`src/rtl/e203_exu_wbck_arb.sv`:
```
// e203_exu_wbck_arb: ALU/long-pipe regfile write-back arbiter with OITF ordering, output slot and ALU starvation guard.
// Optional statistics counters are enabled by defining E203_WBCK_ARB_STAT_EN.
module e203_exu_wbck_arb #(
  parameter int XLEN       = 32,
  parameter int RFIDX_W    = 5,
  parameter int ITAG_W     = 2,
  parameter int STARVE_MAX = 3,
  parameter int STAT_W     = 16
) (
  input  logic               clk,
  input  logic               rst,
  input  logic               alu_wbck_i_valid,
  output logic               alu_wbck_i_ready,
  input  logic [XLEN-1:0]    alu_wbck_i_wdat,
  input  logic [RFIDX_W-1:0] alu_wbck_i_rdidx,
  input  logic               longp_wbck_i_valid,
  output logic               longp_wbck_i_ready,
  input  logic [XLEN-1:0]    longp_wbck_i_wdat,
  input  logic [RFIDX_W-1:0] longp_wbck_i_rdidx,
  input  logic [ITAG_W-1:0]  longp_wbck_i_itag,
  input  logic               oitf_empty,
  input  logic [ITAG_W-1:0]  oitf_ret_ptr,
  output logic               oitf_ret_ena,
  output logic               rf_wbck_o_valid,
  input  logic               rf_wbck_o_ready,
  output logic [XLEN-1:0]    rf_wbck_o_wdat,
  output logic [RFIDX_W-1:0] rf_wbck_o_rdidx,
  output logic               rf_wbck_o_src
`ifdef E203_WBCK_ARB_STAT_EN
  ,
  input  logic               stat_clr,
  output logic [STAT_W-1:0]  stat_alu_cnt,
  output logic [STAT_W-1:0]  stat_lp_cnt,
  output logic [STAT_W-1:0]  stat_stall_cnt
`endif
);
  localparam int CW = $clog2(STARVE_MAX + 1);
  localparam logic [CW-1:0] SMAX = CW'(STARVE_MAX);
  typedef enum logic {LP_PRI, ALU_PRI} state_e;
  state_e state_q, state_d;
  logic [CW-1:0] cnt_q, cnt_d;
  logic slot_valid_q;
  logic load_en, lp_elig, contest, grant_alu, grant_lp, alu_hs, lp_hs;
  always_comb begin
    load_en   = ~slot_valid_q | rf_wbck_o_ready;
    lp_elig   = longp_wbck_i_valid & ~oitf_empty & (longp_wbck_i_itag == oitf_ret_ptr);
    contest   = alu_wbck_i_valid & lp_elig;
    grant_alu = alu_wbck_i_valid & (~lp_elig | (state_q == ALU_PRI));
    grant_lp  = lp_elig & (~alu_wbck_i_valid | (state_q == LP_PRI));
    alu_wbck_i_ready   = load_en & grant_alu;
    longp_wbck_i_ready = load_en & grant_lp;
    alu_hs = alu_wbck_i_valid & alu_wbck_i_ready;
    lp_hs  = longp_wbck_i_valid & longp_wbck_i_ready;
    oitf_ret_ena = lp_hs;
    cnt_d = ~load_en ? cnt_q : grant_alu ? '0 : ~contest ? cnt_q : (cnt_q == SMAX) ? cnt_q : cnt_q + 1'b1;
    state_d = (state_q == LP_PRI) ? ((cnt_d == SMAX) ? ALU_PRI : LP_PRI) : (alu_hs ? LP_PRI : ALU_PRI);
  end
  always_ff @(posedge clk) begin
    if (rst) begin
      state_q         <= LP_PRI;
      cnt_q           <= '0;
      slot_valid_q    <= 1'b0;
      rf_wbck_o_wdat  <= '0;
      rf_wbck_o_rdidx <= '0;
      rf_wbck_o_src   <= 1'b0;
    end else begin
      state_q <= state_d;
      cnt_q   <= cnt_d;
      if (load_en) begin
        slot_valid_q <= alu_hs | lp_hs;
        if (alu_hs | lp_hs) begin
          rf_wbck_o_wdat  <= lp_hs ? longp_wbck_i_wdat : alu_wbck_i_wdat;
          rf_wbck_o_rdidx <= lp_hs ? longp_wbck_i_rdidx : alu_wbck_i_rdidx;
          rf_wbck_o_src   <= lp_hs;
        end
      end
    end
  end
  assign rf_wbck_o_valid = slot_valid_q;
`ifdef E203_WBCK_ARB_STAT_EN
  always_ff @(posedge clk) begin
    if (rst | stat_clr) begin
      stat_alu_cnt   <= '0;
      stat_lp_cnt    <= '0;
      stat_stall_cnt <= '0;
    end else begin
      if (alu_hs & ~&stat_alu_cnt) stat_alu_cnt <= stat_alu_cnt + 1'b1;
      if (lp_hs & ~&stat_lp_cnt) stat_lp_cnt <= stat_lp_cnt + 1'b1;
      if (slot_valid_q & ~rf_wbck_o_ready & ~&stat_stall_cnt) stat_stall_cnt <= stat_stall_cnt + 1'b1;
    end
  end
`endif
endmodule

```
`config.mk`:
```
export PLATFORM = sky130hd
export DESIGN_NAME = e203_exu_wbck_arb
export DESIGN_NICKNAME = d
export VERILOG_FILES = /design/src/rtl/e203_exu_wbck_arb.sv
export SDC_FILE = /design/constraint.sdc
export NUM_CORES = 1
export LEC_CHECK = 0
export CORE_ASPECT_RATIO = 1.4
export CORE_UTILIZATION = 37
export CTS_CLUSTER_SIZE = 24
export DETAILED_ROUTE_END_ITERATION = 12
export GPL_ROUTABILITY_DRIVEN = 1
export GPL_TIMING_DRIVEN = 0
export PLACE_DENSITY_LB_ADDON = 0.15
export SKIP_CTS_REPAIR_TIMING = 1
export SKIP_LAST_GASP = 1
export SYNTH_ARGS = -nofsm -noshare
export SYNTH_HDL_FRONTEND = slang
export SYNTH_SLANG_ARGS = --single-unit
```
`constraint.sdc`:
```
create_clock -name clk -period 1.8 [get_ports clk]
set_clock_uncertainty 0.2 [all_clocks]
set_input_delay 0.36 -clock clk [delete_from_list [all_inputs] [get_ports clk]]
set_output_delay 0.36 -clock clk [all_outputs]
set_load 0.02 [all_outputs]
```
Word level (Yosys, flattened, before mapping)
Index checks and enable logic that the tools add are counted.
Widths: inputs -> output; s select.
Word-level totals
  register bits after elaboration: 42
  input port bits: 84
  logic and storage cells: 38
Operators by class
  add/sub/neg operators: 1
  equality and inequality tests: 3
  muxes and demuxes: 9
  bitwise operators: 18
  reduce and logical (&&, ||, !) cells: 1
Operator list (count)
  $mux 32: 1
  $and 1x1->1: 9
  $mux 2: 4
  $mux 5: 1
  $not 1->1: 5
  $eq 2x2->1 const B: 2
  $or 1x1->1: 4
  $mux 1: 3
  $add 2x1->2 const B: 1
  $eq 2x2->1: 1
  $reduce_and 2->1: 1

Longest topological paths before layout
  word-level depth: 11
  gate-level depth with buffers: 6

Least setup slack after synthesis
Ideal clock, no wire load.
  path kind: input to output
  from: in oitf_ret_ptr[1]
  to: out longp_wbck_i_ready
  arrival: 1290 ps
  data required time: 1240 ps
  path slack: -50 ps
  stages on the path: 6
  path buffers: 2
  cells stage by stage: xnor2_1 -> and4_4 -> buf_8 -> buf_6 -> nand2_1 -> inv_1
Between the ends
  cells in the longest elaborated chain, start to end: 4
RTL lines
  start: declaration: line 22  | input logic [ITAG_W-1:0] oitf_ret_ptr,
  $eq 2x2->1: line 46  | lp_elig = longp_wbck_i_valid & ~oitf_empty & (longp_wbck_i_itag == oitf_ret_ptr);
  $and 1x1->1: line 46
  $and 1x1->1: line 49  | grant_lp = lp_elig & (~alu_wbck_i_valid | (state_q == LP_PRI));
  $and 1x1->1: line 51  | longp_wbck_i_ready = load_en & grant_lp;
  end: declaration: line 17  | output logic longp_wbck_i_ready,
No other way between the ends.

Final worst setup path
  from: reg slot_valid_q, in the netlist rf_wbck_o_valid
  to: out longp_wbck_i_ready
Between the ends
  cells in the longest elaborated chain, start to end: 3
RTL lines
  start: declaration: line 42  | logic slot_valid_q;
  start signal: assignment: line 70  | slot_valid_q <= alu_hs | lp_hs;
  $not 1->1: line 45  | load_en = ~slot_valid_q | rf_wbck_o_ready;
  $or 1x1->1: line 45
  $and 1x1->1: line 51
No other way between the ends.

==> run summary <==
The count of final setup violators is 3. The most used standard cell by instance count after synthesis is dfxtp_1. The number of antenna diodes came out at 0.

Entering global routing, the biggest net connects 13 pins. Counting instances in the post-synthesis netlist gives the leading cell types as dfxtp_1 (42), nand3_1 (40), nor3_1 (38), o21ai_0 (38), a311oi_1 (37). In the final layout, the share of cells above drive strength 1 is 0.156. The detailed-routing iteration count for the pre-antenna-repair pass came out at 4. The clock root buffer is clkbuf_8.

The clock tree synthesis step divided the H-tree into 2 levels. The number of synthesized flops with an enable pin is 0. In this run the critical register-to-register path is launched from rf_wbck_o_valid$_SDFFE_PP0N_. The areal power density over the cells is 652 nW/um^2. The number of pins with negative max-slew slack in the final report came to 0. In the routed layout, each cell is associated on average with a via count of 5.69.

The count of clock tree sinks is 42. For hold timing, the worst endpoint is rf_wbck_o_valid$_SDFFE_PP0N_. After synthesis the netlist holds a flip-flop and latch count of 42. The area after detailed placement came out at 3420 sq um. Counting the buffers created by CTS gives 5. The total global-route track usage is 0.247. The largest fanout on the critical path came out at 5.

The setup slack on the worst flop-to-flop path came out at 80 ps. The die area came out at 5930 sq um. Each instance of the synthesized netlist takes up on average 8.25 sq um.

STA classifies the critical path endpoint as an output port. The number of top-level pins came out at 126. TritonCTS built the clock tree. The transition time of the tightest slew-check pin came out at 508 ps. The detailed-route wire length per cell is 16.6 um. The latest clock arrival within the worst-skew pair is 290 ps.

The slowest stage of the critical path belongs to the cell dfxtp_2. The clock period minus final worst setup slack came out at 1960 ps. In this run the standard cell core region covers 5280 sq um.

In this run, placement finished with an instance count of 442. The largest single stage delay on the critical path is 340 ps. The number of antenna violations at the first check in global routing is 0.

The wire length reported by the detailed router is 7570 um. Measured against its own limit, the worst slew margin works out to 0.661. Summing every instance area after synthesis gives 2080 sq um. In the post-synthesis netlist, the biggest area contributors are dfxtp_1 (40%), a311oi_1 (16%), nand3_1 (9.6%), nor3_1 (9.1%), o21ai_0 (9.1%). The CTS clock-pin slew for the worst setup and hold paths is 70 ps.

The via count of the routed design is 2,602. The global-route congestion overflow total came out at 0. Across all setup checks in the final design, the least slack found is -165 ps. The initialized floorplan defines 31 standard-cell rows.

The highest-utilization routing layer at the global route stage is met2. The weighted congestion reported at the end of routability-driven placement is 0.795. The floorplan die height is 90.7 um. The synthesized instance count is 252.

The top flip-flop cell by instance count after synthesis is dfxtp_1. The total chip power came out at 2.46 mW. The checks that failed: setup timing. The number of routed nets with antenna violations came out at 0. The finished layout holds 457 standard cells, fillers aside.

Of the post-synthesis cell area, the dominant cell type holds 0.404. The chip width came out at 65.4 um. The start-to-end type of the worst setup path is reg -> out. The required time of the worst setup path is 1240 ps. The area of all placed cells without fillers is 3780 sq um. For the worst flop-to-flop path, the logic depth is 7. The tightest min-delay check is of the in -> reg type. For this run, the register share of the synthesized area comes to 0.404. The number of max-cap violations is 0. In the routed design, unresolved DRC markers number 0. In this run the most critical hold path is launched from rf_wbck_o_ready. Static timing analysis puts the maximum clock frequency at 509 MHz. The netlist uses 24 different library cells. The initial core utilization came out at 0.394. Setup repair after global routing could not meet its margin everywhere.

The number of cells traversed by the worst hold path came out at 3. The synthesis warning total came out at 0. The hold violation count in the final report is 0. The first global-routing pass estimated 11,700 um of wire.

Walking the worst path, the cells encountered are nand2b_4 > and4_4 > buf_12 > buf_8 > nand2_4 > inv_2 > buf_6. The synthesized net count came out at 336. The period utilization came out at 1.09.

The proportion of synthesized flip-flops having asynchronous set or reset came out at 0. The endpoint of the worst-slack reg-to-reg timing path is rf_wbck_o_wdat[23]$_SDFFE_PP0P_. For met2 alone, demand over resource in global routing was 0.422. The leakage power total came out at 1.92 nW. STA classifies the critical path startpoint as a flip-flop.

In this run the tool buffered the top-level ports with 124 buffer cells. The met1 track utilization from global routing is 0.290. The worst-case IR drop observed on VDD is 0.383 mV. The run finished, with violations left. The number of violations reported at the end of detailed-routing iteration 0 came out at 252. After legalization and detailed placement, the total HPWL measured 5240 um. The data arrival time of the critical path came out at 1400 ps.

The synthesized design spends more area on one cell type than any other, namely dfxtp_1. The largest buffer count on any clock path is 2. The post-layout net count came out at 474. The area added between synthesis and finish came out at 81.7%.

The number of global-route vias before repair came to 2,537. For met3 alone, demand over resource in global routing was 0.0644.
[where the power goes]
part / internal, mW / switching (mW) / total (mW) / leakage, nW
Combinational: 0.415 / 0.351 / 0.766 / 1.53
Clock: 0.310 / 0.337 / 0.648 / 0.0482
Sequential: 1.01 / 0.0402 / 1.05 / 0.348
[cell usage in the layout, fill, tap and decap left out, types with 3 or more instances in the layout]
cell type,Yosys,final
buf_2,11,9
clkbuf_1,14,6
buf_8,3,4
clkdlybuf4s50_1,0,74
a311oi_1,37,35
clkbuf_2,0,7
buf_4,2,10
o21ai_0,38,38
nand2_1,5,4
dfxtp_1,42,41
nand3_1,40,40
buf_6,2,7
dlymetal6s2s_1,0,44
a21oi_1,3,3
clkbuf_8,0,6
nor3_1,38,38
[registers in the layout, indices dropped and copies added (netlist names)]
signal           flops
rf_wbck_o_rdidx      5
rf_wbck_o_src        1
rf_wbck_o_wdat      32
cnt_q                2
state_q              1
rf_wbck_o_valid      1
[how the worst max path moves through the flow]
stage | from | endpoint | slack, ps | depth (start not counted)
floorplan | longp_wbck_i_valid | longp_wbck_i_ready | 10 | 6
global placement | alu_wbck_i_valid | oitf_ret_ena | -1140 | 7
detailed placement | alu_wbck_i_valid | longp_wbck_i_ready | -1160 | 7
CTS | alu_wbck_i_valid | longp_wbck_i_ready | -1170 | 7
global route | rf_wbck_o_valid$_SDFFE_PP0N_ | longp_wbck_i_ready | -210 | 7
finish | rf_wbck_o_valid$_SDFFE_PP0N_ | longp_wbck_i_ready | -160 | 7
[layer usage]
metal	up-vias	share of wire
li1	1248	-
met5	-	0
met2	99	0.52
met1	1244	0.40
met4	0	0.016
met3	11	0.068
[metrics by stage]
stage	hold WS [ps]	TNS (ps)	setup slack [ps]	utilization
floorplan	264	0	10.6	-
CTS	241	-12560	-1170	0.665
global route	238	-508	-215	0.716
finish	230	-345	-165	0.716
global placement	272	-23750	-1140	0.648
detailed placement	271	-24730	-1160	0.648
[cells by family (layout without fill, tap and decap cells)]
group                  after synthesis  count (layout)  share of synthesized area
buffers and inverters               35             174                     0.0969
XOR/XNOR                             2               2                    0.00843
AO/OA/AOI/OAI                       80              80                      0.261
flip-flops                          42              42                      0.404
AND/OR/NAND/NOR                     93              93                      0.230
[critical path, delay by kind of cell (launching register included)]
family | cells | cell delay (ps)
simple gates | 3 | 410
flops | 1 | 340
buf+inv | 4 | 360
[final cells by class]
class,instances,area (sq um)
plain buffers,33,230
clock buffers,7,86.3
clock inverters,1,5.00
fillers,470,1500
inverters,2,7.51
multi-input cells,175,1110
flip-flops and latches,42,842
well taps,66,82.6
repair buffers,131,1410
Note: power is estimated with default switching activity, not from simulation.
